File: src/rtl/sfifo_param.sv
// Parameterised single-clock FIFO with wrap-bit pointers, occupancy count,
// programmable almost flags, registered error pulses and synchronous flush.
module sfifo_param #(
  parameter int unsigned WIDTH = 8,
  parameter int unsigned DEPTH = 8,
  parameter int unsigned AF_TH = DEPTH - 1,
  parameter int unsigned AE_TH = 1
) (
  input  logic                     clk,
  input  logic                     reset,
  input  logic                     flush,
  input  logic                     write_e,
  input  logic [WIDTH-1:0]         data_in,
  input  logic                     read_e,
  output logic [WIDTH-1:0]         data_out,
  output logic                     full,
  output logic                     empty,
  output logic                     almost_full,
  output logic                     almost_empty,
  output logic [$clog2(DEPTH):0]   count,
  output logic                     overflow,
  output logic                     underflow
);

  localparam int unsigned AW = $clog2(DEPTH);
  localparam int unsigned CW = AW + 1;
  localparam logic [AW:0]   PtrInc = {{AW{1'b0}}, 1'b1};
  localparam logic [CW-1:0] CntInc = {{AW{1'b0}}, 1'b1};
  localparam logic [CW-1:0] AfTh   = CW'(AF_TH);
  localparam logic [CW-1:0] AeTh   = CW'(AE_TH);

  if (DEPTH < 2 || (DEPTH & (DEPTH - 1)) != 0) begin : g_bad_depth
    $error("sfifo_param: DEPTH must be a power of two >= 2");
  end
  if (AF_TH == 0 || AF_TH > DEPTH) begin : g_bad_af
    $error("sfifo_param: AF_TH must be in 1..DEPTH");
  end
  if (AE_TH > DEPTH - 1) begin : g_bad_ae
    $error("sfifo_param: AE_TH must be in 0..DEPTH-1");
  end

  logic [WIDTH-1:0] mem_q [DEPTH];
  logic             mem_we;
  logic [AW:0]      wptr_q, wptr_d, rptr_q, rptr_d;
  logic [CW-1:0]    count_q, count_d;
  logic [WIDTH-1:0] data_out_q, data_out_d;
  logic             overflow_q, overflow_d, underflow_q, underflow_d;
  logic             rd_ok, wr_ok;

  // Same slot with differing wrap bits means the writer is a full lap ahead.
  assign empty = (wptr_q == rptr_q);
  assign full  = (wptr_q[AW-1:0] == rptr_q[AW-1:0]) && (wptr_q[AW] != rptr_q[AW]);
  assign almost_full  = (count_q >= AfTh);
  assign almost_empty = (count_q <= AeTh);
  assign count     = count_q;
  assign data_out  = data_out_q;
  assign overflow  = overflow_q;
  assign underflow = underflow_q;

  always_comb begin
    rd_ok       = read_e & ~empty;
    wr_ok       = write_e & (~full | rd_ok);
    wptr_d      = wptr_q;
    rptr_d      = rptr_q;
    count_d     = count_q;
    data_out_d  = data_out_q;
    overflow_d  = 1'b0;
    underflow_d = 1'b0;
    mem_we      = 1'b0;
    if (flush) begin
      wptr_d  = '0;
      rptr_d  = '0;
      count_d = '0;
    end else begin
      overflow_d  = write_e & ~wr_ok;
      underflow_d = read_e & ~rd_ok;
      if (wr_ok) begin
        wptr_d = wptr_q + PtrInc;
        mem_we = 1'b1;
      end
      if (rd_ok) begin
        rptr_d     = rptr_q + PtrInc;
        data_out_d = mem_q[rptr_q[AW-1:0]];
      end
      if (wr_ok && !rd_ok) begin
        count_d = count_q + CntInc;
      end else if (rd_ok && !wr_ok) begin
        count_d = count_q - CntInc;
      end
    end
  end

  always_ff @(posedge clk or negedge reset) begin
    if (!reset) begin
      wptr_q      <= '0;
      rptr_q      <= '0;
      count_q     <= '0;
      data_out_q  <= '0;
      overflow_q  <= 1'b0;
      underflow_q <= 1'b0;
    end else begin
      wptr_q      <= wptr_d;
      rptr_q      <= rptr_d;
      count_q     <= count_d;
      data_out_q  <= data_out_d;
      overflow_q  <= overflow_d;
      underflow_q <= underflow_d;
    end
  end

  // Storage is deliberately left unreset; the pointers alone define validity.
  always_ff @(posedge clk) begin
    if (mem_we) begin
      mem_q[wptr_q[AW-1:0]] <= data_in;
    end
  end

endmodule
File: config.mk
export PLATFORM = sky130hd
export DESIGN_NAME = sfifo_param
export DESIGN_NICKNAME = d
export VERILOG_FILES = /design/src/rtl/sfifo_param.sv
export SDC_FILE = /design/constraint.sdc
export NUM_CORES = 1
export LEC_CHECK = 0
export CORE_ASPECT_RATIO = 0.6
export CORE_MARGIN = 8
export CORE_UTILIZATION = 52
export CTS_BUF_LIST = sky130_fd_sc_hd__clkbuf_16
export DETAILED_ROUTE_END_ITERATION = 7
export PLACE_DENSITY = 0.81
export SYNTH_ARGS = -nofsm -noshare
export SYNTH_HDL_FRONTEND = slang
export SYNTH_SLANG_ARGS = --single-unit
File: constraint.sdc
create_clock -name clk -period 2.1 [get_ports clk]
set_input_delay 0.63 -clock clk [delete_from_list [all_inputs] [get_ports clk]]
set_output_delay 0.63 -clock clk [all_outputs]
set_load 0.1 [all_outputs]
==> impl_metrics.env <==
export IMPL_overflow=0
export IMPL_fin_ws_ns=-0.195
export IMPL_whs_path_depth=2
export IMPL_viasPerCell=6.28
export IMPL_fin_nets=325
export IMPL_seqPwrFrac=0.329
export IMPL_start_util=0.543
export IMPL_cts_buffer_depth=2
export IMPL_synth_simple_area_share=0.0654
export IMPL_p_sw_w=0.00267
export IMPL_drive_gt1_frac=0.410
export IMPL_cts_tree="built"
export IMPL_ant_nets=0
export IMPL_hp_start="data_out[0]"
export IMPL_grt_total_usage=0.199
export IMPL_root_buffer="clkbuf_16"
export IMPL_finish_utilization=0.748
export IMPL_clk_latency_ns=0.34
export IMPL_die_w_um=124
export IMPL_ir_drop_mv=1.35
export IMPL_synth_avg_cell_area_um2=15.8
export IMPL_antenna_found_initial=0
export IMPL_startpoint_type="flop"
export IMPL_finalWirelength_mm=10.4
export IMPL_reg2reg_to="mem_q[0][3]"
export IMPL_setup_viol=4
export IMPL_tightest_slew_ns=0.790
export IMPL_grt_pass1_vias=2407
export IMPL_netlist_instances=233
export IMPL_max_freq_mhz=436
export IMPL_cts_sinks=86
export IMPL_combPwrFrac=0.429
export IMPL_grt_max_degree=23
export IMPL_relSlewSlack=0.466
export IMPL_fp_row_count=23
export IMPL_clkSlewWorstSetupHoldPaths_ns=0.06
export IMPL_vias=2507
export IMPL_synth_mux_area_frac=0.128
export IMPL_area_growth_pct=37.8
export IMPL_crit_start="rptr_q[3]"
export IMPL_h_tree_depth=3
export IMPL_p_int_w=0.00392
export IMPL_synth_cell_types=37
export IMPL_wl_per_cell_um=26.2
export IMPL_hold_class="reg2reg"
export IMPL_design_core_area_um2=6760
export IMPL_synth_top_family_by_area="multiplexers"
export IMPL_cp_required_ns=1.47
export IMPL_reg2reg_slack_ns=0.01
export IMPL_fin_skew_ns=0.0105
export IMPL_grt_pass1_wl_mm=14.8
export IMPL_crit_arrival_ns=1.67
export IMPL_ys_warn_count=0
export IMPL_p_clk_frac=0.242
export IMPL_synth_nets=251
export IMPL_port_buffers=30
export IMPL_netSwitchingFraction=0.405
export IMPL_dieHeight_um=81.1
export IMPL_ioPinCount=31
export IMPL_synth_compound_area_frac=0.0566
export IMPL_antenna_cells=0
export IMPL_worstSetupPathType="reg2out"
export IMPL_violations="setup timing"
export IMPL_ys_ff_latch=86
export IMPL_final_cell_mix="edfxtp_1, buf_4, buf_12"
export IMPL_globalplace_congestion=0.803
export IMPL_r2r_cells=7
export IMPL_p_leak_nw=1.85
export IMPL_remaining_drc_errors=0
export IMPL_synth_fa_ha_area_frac=0.0170
export IMPL_dr_pass1_iters=5
export IMPL_synth_xor_area_share=0.0402
export IMPL_finalCritPeriodShare=1.09
export IMPL_maxCapViolCount=0
export IMPL_cts_made_buffers=9
export IMPL_p_per_area_nw_per_um2=1300
export IMPL_cp_endpoint="empty"
export IMPL_drv_slew=0
export IMPL_post_dp_hpwl_mm=6.66
export IMPL_finalPower_w=0.00659
export IMPL_synth_area_um2=3670
export IMPL_crit_fanout=3
export IMPL_seq_area_frac_synth=0.673
export IMPL_outcome="complete, but fails checks"
export IMPL_mostFrequentLayoutCell="edfxtp_1"
export IMPL_grt_setup_unrepaired="true"
export IMPL_die_area_um2=10100
export IMPL_hold_violations=0
export IMPL_critPathCaptureType="primary output"
export IMPL_timing_final_crit_period_ns=2.30
export IMPL_reg2reg_from="wptr_q[0]"
export IMPL_drt_iter0_markers=329
registers in the layout, summed over array words and instances, names as in the netlist:
| signal | flops |
|---|---|
| count | 4 |
| data_out | 8 |
| mem_q | 64 |
| overflow | 1 |
| rptr_q | 4 |
| underflow | 1 |
| wptr_q | 4 |
metal layers:
| layer | share of wire | global-route usage | up-vias |
|---|---|---|---|
| met5 | 0 | 0 | - |
| met4 | 0.019 | 0.0490 | 0 |
| met3 | 0.14 | 0.103 | 20 |
| met2 | 0.43 | 0.284 | 187 |
| met1 | 0.42 | 0.265 | 1255 |
| li1 | - | - | 1045 |
what timing repair did:
action                                  in CTS  in global routing
hold buffers                                 0                  0
gates resized for setup                     21                 19
endpoints found under the setup margin      61                 63
pin swaps                                    4                 15
buffers inserted                             7                 11
worst max-delay path: stages (launching register included):
cell and delay, ns:
dfrtp_2 0.43, xor2_2 0.19, buf_6 0.13, nor4_4 0.35
buf_12 0.22
worst min-delay path by stage:
stage and end:
2_1_floorplan count[0], 3_3_place_gp data_out[1], 3_5_place_dp data_out[0], 4_1_cts data_out[0], 5_1_grt data_out[0], 6_report data_out[0]
synth_stat cells:
cell type,instances,share of area
xnor2_1,8,0.019
nand2b_1,2,0.0034
o21a_1,1,0.0020
a21o_1,2,0.0041
buf_2,6,0.0082
nor3_1,5,0.0068
inv_1,6,0.0061
mux4_2,16,0.098
a31oi_1,1,0.0017
and3_1,1,0.0017
nor2_1,16,0.016
mux2i_1,11,0.030
nor4_2,1,0.0034
nor3b_1,1,0.0020
nand3_1,4,0.0055
a21boi_0,1,0.0020
nand4_1,2,0.0034
o211a_1,1,0.0027
dfrtp_1,22,0.15
or3_1,4,0.0068
o21ai_1,1,0.0014
clkbuf_1,4,0.0041
o2111ai_1,2,0.0048
nor2b_1,1,0.0017
edfxtp_1,64,0.52
xor2_2,1,0.0044
o21ai_0,10,0.014
o41ai_1,1,0.0024
nand2_1,14,0.014
a21oi_1,3,0.0041
xor2_1,7,0.017
buf_1,1,0.0010
a221o_1,1,0.0027
o311ai_0,2,0.0048
ha_1,5,0.017
o211ai_1,3,0.0061
o31ai_1,2,0.0041
kinds of logic after synthesis:
logic type / after synthesis
fa+ha+maj: 5
compound gates: 31
buf+inv: 17
mux: 27
xor+xnor: 16
simple gates: 51
flops: 86
stage by stage:
| stage | TNS [ns] | cell area, µm² | worst slack [ns] | std cells | hold slack (ns) |
|---|---|---|---|---|---|
| 6_report | -0.377 | 5060 | -0.195 | 399 | 0.541 |
| 5_1_grt | -0.725 | 5060 | -0.263 | 399 | 0.564 |
| 4_1_cts | -0.554 | 4920 | -0.230 | 391 | 0.546 |
| 3_5_place_dp | -25.90 | 4490 | -0.481 | 368 | 0.532 |
| 3_3_place_gp | -21.48 | 4490 | -0.404 | 368 | 0.523 |
| 2_1_floorplan | -4.94 | 3730 | -0.518 | 233 | 0.334 |
layout make-up:
cell class,count,area (µm²)
tap,87,109
inverter,6,25.0
sequential,86,2480
fill,351,1700
clock inverter,7,75.1
timing repair buffer,74,841
clock buffer,9,225
multi-input combinational,130,1300
power by group through the flow:
stage          registers [W]  clock network, W  logic (W)
4_1_cts              0.00216           0.00158    0.00273
3_3_place_gp         0.00219                 0    0.00256
2_1_floorplan        0.00292                 0   0.000872
5_1_grt              0.00219           0.00167    0.00293
3_5_place_dp         0.00220                 0    0.00260
6_report             0.00217           0.00159    0.00283
Note: power is estimated with default switching activity, not from simulation.
